## src/rtl/sequence_generator.sv

```systemverilog
// Serial pattern transmitter: shifts a latched pattern MSB-first onto x, repeated N times,
// with optional gap filler or overlapped repetitions; expected_z marks each final bit.
//
// state | meaning
// IDLE  | waiting for start; outputs quiet
// SEND  | x carries pattern[idx]
// GAP   | x carries gap_bit, gap counter counts down to 1
// DONE  | one-cycle done pulse, then back to IDLE
module sequence_generator #(
    parameter int PAT_W = 3,
    parameter int CNT_W = 8,
    parameter int GAP_W = 4
) (
    input  logic             clk,
    input  logic             rst,
    input  logic             start,
    input  logic [PAT_W-1:0] pattern,
    input  logic [CNT_W-1:0] repeat_cnt,
    input  logic [GAP_W-1:0] gap_len,
    input  logic             gap_bit,
    input  logic             overlap,
    output logic             x,
    output logic             x_valid,
    output logic             expected_z,
    output logic             busy,
    output logic             done,
    output logic [CNT_W-1:0] sent_cnt
);

    localparam int IDX_W = (PAT_W > 2) ? $clog2(PAT_W) : 1;

    typedef enum logic [1:0] {IDLE, SEND, GAP, DONE} state_t;

    state_t           state_q, state_d;
    logic [IDX_W-1:0] idx_q, idx_d;
    logic [GAP_W-1:0] gap_cnt_q, gap_cnt_d;
    logic [CNT_W-1:0] sent_cnt_q, sent_cnt_d;
    logic [CNT_W-1:0] rep_q, rep_d;
    logic [PAT_W-1:0] pat_q, pat_d;
    logic [GAP_W-1:0] gap_len_q, gap_len_d;
    logic             gap_bit_q, gap_bit_d;
    logic             ovl_q, ovl_d;
    logic             x_q, x_d;
    logic             x_valid_q, x_valid_d;
    logic             expected_z_q, expected_z_d;
    logic             busy_q, busy_d;
    logic             done_q, done_d;

    logic [CNT_W-1:0] sent_inc;
    logic [IDX_W-1:0] idx_dec;
    logic [IDX_W-1:0] idx_rel;

    // Outputs are computed for the state being entered, so every output is a flop.
    always_comb begin
        state_d      = state_q;
        idx_d        = idx_q;
        gap_cnt_d    = gap_cnt_q;
        sent_cnt_d   = sent_cnt_q;
        rep_d        = rep_q;
        pat_d        = pat_q;
        gap_len_d    = gap_len_q;
        gap_bit_d    = gap_bit_q;
        ovl_d        = ovl_q;
        x_d          = 1'b0;
        x_valid_d    = 1'b0;
        expected_z_d = 1'b0;
        busy_d       = 1'b0;
        done_d       = 1'b0;

        sent_inc = sent_cnt_q + CNT_W'(1);
        idx_dec  = idx_q - IDX_W'(1);
        idx_rel  = ovl_q ? IDX_W'(PAT_W - 2) : IDX_W'(PAT_W - 1);

        case (state_q)
            IDLE: begin
                if (start) begin
                    sent_cnt_d = '0;
                    if (repeat_cnt == '0) begin
                        state_d = DONE;
                        done_d  = 1'b1;
                    end else begin
                        pat_d     = pattern;
                        rep_d     = repeat_cnt;
                        gap_len_d = gap_len;
                        gap_bit_d = gap_bit;
                        ovl_d     = overlap && (gap_len == '0) &&
                                    (pattern[PAT_W-1] == pattern[0]);
                        idx_d     = IDX_W'(PAT_W - 1);
                        state_d   = SEND;
                        x_d       = pattern[PAT_W-1];
                        x_valid_d = 1'b1;
                        busy_d    = 1'b1;
                    end
                end
            end
            SEND: begin
                if (idx_q != '0) begin
                    idx_d        = idx_dec;
                    x_d          = pat_q[idx_dec];
                    x_valid_d    = 1'b1;
                    busy_d       = 1'b1;
                    expected_z_d = (idx_dec == '0);
                end else begin
                    sent_cnt_d = sent_inc;
                    if (sent_inc == rep_q) begin
                        state_d = DONE;
                        done_d  = 1'b1;
                    end else if (gap_len_q != '0) begin
                        state_d   = GAP;
                        gap_cnt_d = gap_len_q;
                        x_d       = gap_bit_q;
                        x_valid_d = 1'b1;
                        busy_d    = 1'b1;
                    end else begin
                        // Overlap reuses the last bit as the next repetition's first bit.
                        idx_d        = idx_rel;
                        x_d          = pat_q[idx_rel];
                        x_valid_d    = 1'b1;
                        busy_d       = 1'b1;
                        expected_z_d = (idx_rel == '0);
                    end
                end
            end
            GAP: begin
                x_valid_d = 1'b1;
                busy_d    = 1'b1;
                if (gap_cnt_q == GAP_W'(1)) begin
                    state_d = SEND;
                    idx_d   = IDX_W'(PAT_W - 1);
                    x_d     = pat_q[PAT_W-1];
                end else begin
                    gap_cnt_d = gap_cnt_q - GAP_W'(1);
                    x_d       = gap_bit_q;
                end
            end
            DONE: begin
                state_d = IDLE;
            end
            default: begin
                state_d = IDLE;
            end
        endcase
    end

    always_ff @(posedge clk or negedge rst) begin
        if (!rst) begin
            state_q      <= IDLE;
            idx_q        <= '0;
            gap_cnt_q    <= '0;
            sent_cnt_q   <= '0;
            rep_q        <= '0;
            pat_q        <= '0;
            gap_len_q    <= '0;
            gap_bit_q    <= 1'b0;
            ovl_q        <= 1'b0;
            x_q          <= 1'b0;
            x_valid_q    <= 1'b0;
            expected_z_q <= 1'b0;
            busy_q       <= 1'b0;
            done_q       <= 1'b0;
        end else begin
            state_q      <= state_d;
            idx_q        <= idx_d;
            gap_cnt_q    <= gap_cnt_d;
            sent_cnt_q   <= sent_cnt_d;
            rep_q        <= rep_d;
            pat_q        <= pat_d;
            gap_len_q    <= gap_len_d;
            gap_bit_q    <= gap_bit_d;
            ovl_q        <= ovl_d;
            x_q          <= x_d;
            x_valid_q    <= x_valid_d;
            expected_z_q <= expected_z_d;
            busy_q       <= busy_d;
            done_q       <= done_d;
        end
    end

    assign x          = x_q;
    assign x_valid    = x_valid_q;
    assign expected_z = expected_z_q;
    assign busy       = busy_q;
    assign done       = done_q;
    assign sent_cnt   = sent_cnt_q;

endmodule
```

## config.mk

```make
export PLATFORM = sky130hd
export DESIGN_NAME = sequence_generator
export DESIGN_NICKNAME = d
export VERILOG_FILES = /design/src/rtl/sequence_generator.sv
export SDC_FILE = /design/constraint.sdc
export NUM_CORES = 1
export LEC_CHECK = 0
export ABC_AREA = 1
export CAP_MARGIN = 10
export CORE_UTILIZATION = 54
export CTS_BUF_LIST = sky130_fd_sc_hd__clkbuf_8 sky130_fd_sc_hd__clkbuf_16
export DETAILED_ROUTE_END_ITERATION = 8
export GPL_TIMING_DRIVEN = 1
export PLACE_DENSITY = 0.79
export SYNTH_ARGS = -nofsm -noshare
export SYNTH_HDL_FRONTEND = slang
export SYNTH_SLANG_ARGS = --single-unit
```

## constraint.sdc

```tcl
create_clock -name clk -period 2.6 [get_ports clk]
set_clock_uncertainty 0.15 [all_clocks]
set_input_delay 0.52 -clock clk [delete_from_list [all_inputs] [get_ports clk]]
set_output_delay 0.52 -clock clk [all_outputs]
set_load 0.05 [all_outputs]
```

==> results.yml <==
run_status:
  outcome: "completed"
sta:
  report.final.slew_viol_count: 0
  finalWorstSetupSlack_ps: 290
  timing.final.crit_share: 0.888
  post_layout_minimum_cycle_time_ps: 2310
  worst_slew_pin_slew_ps: 826
  rsz0062_at_grt: "false"
  setup_viol: 0
  hold_viol: 0
  setup_tns_ps: 0
  maxSlewHeadroom: 0.449
  clock.fmax_mhz: 433
global_route:
  grt_pass1_vias: 2044
  grt-ovfl-total: 0
  pin_count_of_the_biggest_net_entering_global_routing: 38
  global_route.usage.total: 0.273
  first_pass_grt_wire_length_um: 8960
  antenna_found_initial: 0
min_path:
  timing.hold.worst.class: "in2async"
cts:
  cts-buffers-inserted: 5
  post_cts_hold_buffer_count: 0
  ctsHtreeMaxLevel: 2
  cts_tree: "yes"
  worst_skew_pair.late_latency_ps: 300
  cts_resized: 0
  cts_root_buf: "clkbuf_8"
  reg_clk_slew_reported_paths_ps: 70
  max-clock-path-buffers: 2
  clock_sinks: 37
  cts.repair_timing.setup_buffer_count: 0
setup_path:
  worst_path_dominant_cell_family: "buffers and inverters"
  setup.worst_path.end_class: "output port"
  crit_path_max_fanout: 7
  worstPathCellList: "clkdlybuf4s50_1"
  worstSetupStartpointType: "flop"
  crit_slowest_cell: "clkdlybuf4s50_1"
  cp.buffers_inverters: 1
  worst_ep_required_time_ps: 1930
  worst-setup-path-type: "reg2out"
  worst_path_largest_cell_delay_ps: 860
  cp.arrival_ps: 1640
logic_synthesis:
  syn_area_per_cell_um2: 7.36
  synth-edff-count: 0
  yosys.cell_types.count: 32
  syn_inst: 309
  yosys_warnings: 0
  netlist_area_mm2: 0.00227
  most_frequently_used_flop_master_after_synthesis: "dfrtp_1"
  synth-seq-area-share: 0.407
  synth_async_sr_flop_share: 1.00
  syn-num-nets: 334
  register_bit_total_from_synthesis: 37
place:
  dp_cells: 390
  place_ws_ps: 302
  place_congestion: 0.870
  place_hpwl_um: 3950
  port_buffers: 32
power_and_ir_drop:
  power.density_mw_per_mm2: 1000
  p_leak_uw: 0.00135
  worst_voltage_drop_across_the_vdd_grid_v: 0.000525
  post_route_total_power_uw: 2740
routing:
  overall_via_count_from_detail_route: 2048
  drc: 0
  ant_nets: 0
  drt-vias-per-instance: 5.16
  wl_per_cell_um: 13.2
  initialDrtViolationCount: 124
  drt_first_pass_iters: 4
  finalWirelength_um: 5230
final_layout:
  final_net_count: 372
  antenna_cells_inserted: 0
  syn2layout_area_growth_pct: 20.4
  drive_above_1_share: 0.130
  final_cell_count_no_fill: 397
  fillCellCount: 349
job:
  drv_cap: 0
die:
  core_area_mm2: 0.00403
  die_y_um: 66.9
  design.die.area_mm2: 0.00448
  initial_core_util: 0.565
  die_w_um: 66.9
  ioPinCount: 33
  floorplan.rows: 23
[placed cells by master, fill, tap and decap left out, drive strengths merged]
cell / count
nand2: 104
inv: 44
nand3: 38
dfrtp: 37
clkdlybuf4s50: 31
nor2: 29
o21ai: 28
clkbuf: 6
ha: 5
a21oi: 4
buf: 4
or2: 3
xor2: 2
xnor2: 2
o22ai: 2
nand3b: 1
o21bai: 1
and3: 1
o2111ai: 1
nor4: 1
nand4: 1
nor3: 1
a22oi: 1
[metal layers]
| metal | track usage | vias to the layer above | share of wire |
|---|---|---|---|
| li1 | - | 1052 | - |
| met1 | 0.363 | 934 | 0.48 |
| met2 | 0.434 | 55 | 0.46 |
| met5 | 0 | - | 0 |
| met3 | 0.0616 | 7 | 0.044 |
| met4 | 0.0931 | 0 | 0.016 |
[cell type report]
type | count | area (um^2) | area share
well taps | 50 | 62.6 | 0.0228
multi-input cells | 225 | 1160 | 0.425
clock inverters | 1 | 3.75 | 0.00137
repair buffers | 35 | 338 | 0.123
inverters | 43 | 161 | 0.0589
clock buffers | 6 | 82.6 | 0.0302
flip-flops and latches | 37 | 926 | 0.338
[where the power goes]
part	internal, uW	switching (uW)	total [uW]
clock network	206	208	414
logic	494	890	1380
registers	784	163	947
[registers in the layout, summed over array words and instances, names as in the netlist, 2 cells and up]
register / cells
rep_q: 8
sent_cnt: 8
gap_cnt_q: 4
gap_len_q: 4
pat_q: 3
idx_q: 2
state_q: 2
[cell usage after synthesis (2+ instances only)]
cell type | n | share of area
a21oi_1 | 4 | 0.0088
nand2_2 | 9 | 0.025
buf_2 | 3 | 0.0066
nor2_1 | 19 | 0.031
nand3_2 | 4 | 0.018
xor2_1 | 2 | 0.0077
nor2_4 | 2 | 0.0099
dfrtp_1 | 37 | 0.41
o21ai_0 | 26 | 0.057
ha_1 | 5 | 0.028
nand2_1 | 93 | 0.15
o22ai_1 | 2 | 0.0055
inv_2 | 3 | 0.0050
inv_1 | 40 | 0.066
nor2_2 | 7 | 0.019
xnor2_1 | 2 | 0.0077
nand3_1 | 33 | 0.073
nand2_4 | 2 | 0.0099
or2_2 | 3 | 0.0083
[kinds of logic after synthesis]
logic type               Yosys count  share of synthesized area
buffers and inverters             47                     0.0809
AND/OR/NAND/NOR                  179                      0.381
flip-flops                        37                      0.407
adder cells (fa/ha/maj)            5                     0.0275
XOR/XNOR                           4                     0.0154
AO/OA/AOI/OAI                     37                     0.0880
[worst paths after layout]
check	cells after the start	end	startpoint	slack [ps]
setup / recovery	1	sent_cnt[0]	sent_cnt[0]	290
hold / removal	1	sent_cnt[7]	rst	160
setup reg to reg	12	gap_cnt_q[2]	sent_cnt[0]	510
hold reg to reg	2	idx_q[1]	idx_q[1]	340
max in group asynchronous	1	pat_q[0]	rst	1610
min in group clk	2	idx_q[1]	idx_q[1]	340
[per-stage QoR]
step | util | instance area [um^2] | hold slack, ps
after global routing | 0.680 | 2740 | 242
after detailed placement | 0.658 | 2650 | 320
after CTS | 0.680 | 2740 | 207
final | 0.680 | 2740 | 164
after floorplan | - | 2270 | 74.4
after global placement | 0.658 | 2650 | 316
Power figures use the tool's default switching activity.
==> RTL edit (config.mk and constraints unchanged) <==
Add an input register stage for `start`, `pattern`, `repeat_cnt`, `gap_len`, `gap_bit` and `overlap`, with the module's reset; this delays them by one clock.
--- a/src/rtl/sequence_generator.sv
+++ b/src/rtl/sequence_generator.sv
@@ -31,6 +31,31 @@
 
     typedef enum logic [1:0] {IDLE, SEND, GAP, DONE} state_t;
 
+    logic start_q;
+    logic [PAT_W-1:0] pattern_q;
+    logic [CNT_W-1:0] repeat_cnt_q;
+    logic [GAP_W-1:0] gap_len_r;
+    logic gap_bit_r;
+    logic overlap_q;
+
+    always_ff @(posedge clk or negedge rst) begin
+        if (!rst) begin
+            start_q      <= '0;
+            pattern_q    <= '0;
+            repeat_cnt_q <= '0;
+            gap_len_r    <= '0;
+            gap_bit_r    <= '0;
+            overlap_q    <= '0;
+        end else begin
+            start_q      <= start;
+            pattern_q    <= pattern;
+            repeat_cnt_q <= repeat_cnt;
+            gap_len_r    <= gap_len;
+            gap_bit_r    <= gap_bit;
+            overlap_q    <= overlap;
+        end
+    end
+
     state_t           state_q, state_d;
     logic [IDX_W-1:0] idx_q, idx_d;
     logic [GAP_W-1:0] gap_cnt_q, gap_cnt_d;
@@ -73,21 +98,21 @@
 
         case (state_q)
             IDLE: begin
-                if (start) begin
+                if (start_q) begin
                     sent_cnt_d = '0;
-                    if (repeat_cnt == '0) begin
+                    if (repeat_cnt_q == '0) begin
                         state_d = DONE;
                         done_d  = 1'b1;
                     end else begin
-                        pat_d     = pattern;
-                        rep_d     = repeat_cnt;
-                        gap_len_d = gap_len;
-                        gap_bit_d = gap_bit;
-                        ovl_d     = overlap && (gap_len == '0) &&
-                                    (pattern[PAT_W-1] == pattern[0]);
+                        pat_d     = pattern_q;
+                        rep_d     = repeat_cnt_q;
+                        gap_len_d = gap_len_r;
+                        gap_bit_d = gap_bit_r;
+                        ovl_d     = overlap_q && (gap_len_r == '0) &&
+                                    (pattern_q[PAT_W-1] == pattern_q[0]);
                         idx_d     = IDX_W'(PAT_W - 1);
                         state_d   = SEND;
-                        x_d       = pattern[PAT_W-1];
+                        x_d       = pattern_q[PAT_W-1];
                         x_valid_d = 1'b1;
                         busy_d    = 1'b1;
                     end
Formal check against the unedited RTL: not equivalent (Yosys sat finds a counterexample within 4 cycles, from zero or initial values and one cycle with rst low).
==> RTL edit against the unedited design <==
The run now ends with negative hold slack left; power up 13%; cell count increased by 7.8%; sequential cell count grew 18; hold slack worse by 0.17 ns; combinational power fell by 3%; routed wire length fell by 5.9%; count of clock-buffer cells in the layout unchanged; sequential power up 31%; design area grew 17%; synthesized area rose by 18%; setup slack improved by 0.0098 ns.
==> RTL edit: results <==
{
  "status": "finished with violations",
  "violations": "negative hold slack",
  "placed_cells": 420,
  "layout-drive-gt1-share_pct": 10.53,
  "crit_fanout": 6,
  "grtUsageMet3_pct": 4.028,
  "regArea_um2": 1376,
  "placed_area_um2": 3098,
  "seq-power_uw": 1240,
  "synth_fa_ha_area_share_pct": 2.329,
  "multi_input_area_share_pct": 35.34,
  "use_met2_pct": 34.89,
  "p_int_uw": 1784,
  "synth_cell_type_count": 30,
  "wl_met1_um": 2346,
  "peakVddDrop_uv": 560.1,
  "gp_congestion": 0.8562,
  "nMultiInputCombCells": 219,
  "place_worst_setup_slack_ns": 0.6155,
  "track_usage_pct": 21.32,
  "ys_ff_latch": 55,
  "met3_wirelength_um": 252,
  "power_uw": 3088,
  "grt_pass1_wl_um": 8604,
  "dr_wl_met2_um": 2285,
  "ys_seq_area_share_pct": 51.23,
  "synth-compound-area-share_pct": 8.710,
  "nFillCells": 411,
  "num_vias": 2167,
  "grt_pass1_vias": 2005,
  "buffer_area_share_pct": 10.79,
  "clk_pin_slew_ns": 0.10,
  "core-area_um2": 4755,
  "yosys.area_share.xor_xnor_pct": 1.304,
  "clk_share_pct": 3.206,
  "synth_cells": 320,
  "whs_ns": -0.002482,
  "clockPowerShare_pct": 16.4,
  "hold_violations": 4,
  "p_leak_uw": 0.001528,
  "drt-wirelength-per-cell_um": 11.50,
  "ys_top_cells_by_area": "dfrtp_1, nand2_1, nand3_1"
}
[RTL edit: cell count changes after synthesis, moves of 2 or more]
cell / delta
nor2_2: -6
o21ai_1: +6
nor2_1: +7
nor3_1: +3
nand2_1: -11
nand3_2: -2
or2_2: -3
nor2_4: +3
dfrtp_1: +18
[RTL edit: worst max-delay path by stage]
stage	start	to	slack [ns]	cells after the start
final	sent_cnt[3]	sent_cnt[3]	0.30	1
after global routing	sent_cnt[0]	sent_cnt[0]	0.23	1
after global placement	sent_cnt[3]	sent_cnt[3]	0.64	1
after CTS	sent_cnt[3]	sent_cnt[3]	0.30	1
after detailed placement	sent_cnt[0]	state_q[0]	0.62	12
after floorplan	sent_cnt[0]	gap_cnt_q[2]	0.39	12
[RTL edit: logic make-up after synthesis]
kind of cell / Yosys count
AO/OA/AOI/OAI: 43
AND/OR/NAND/NOR: 167
XOR/XNOR: 4
flip-flops: 55
adder cells (fa/ha/maj): 5
buffers and inverters: 46
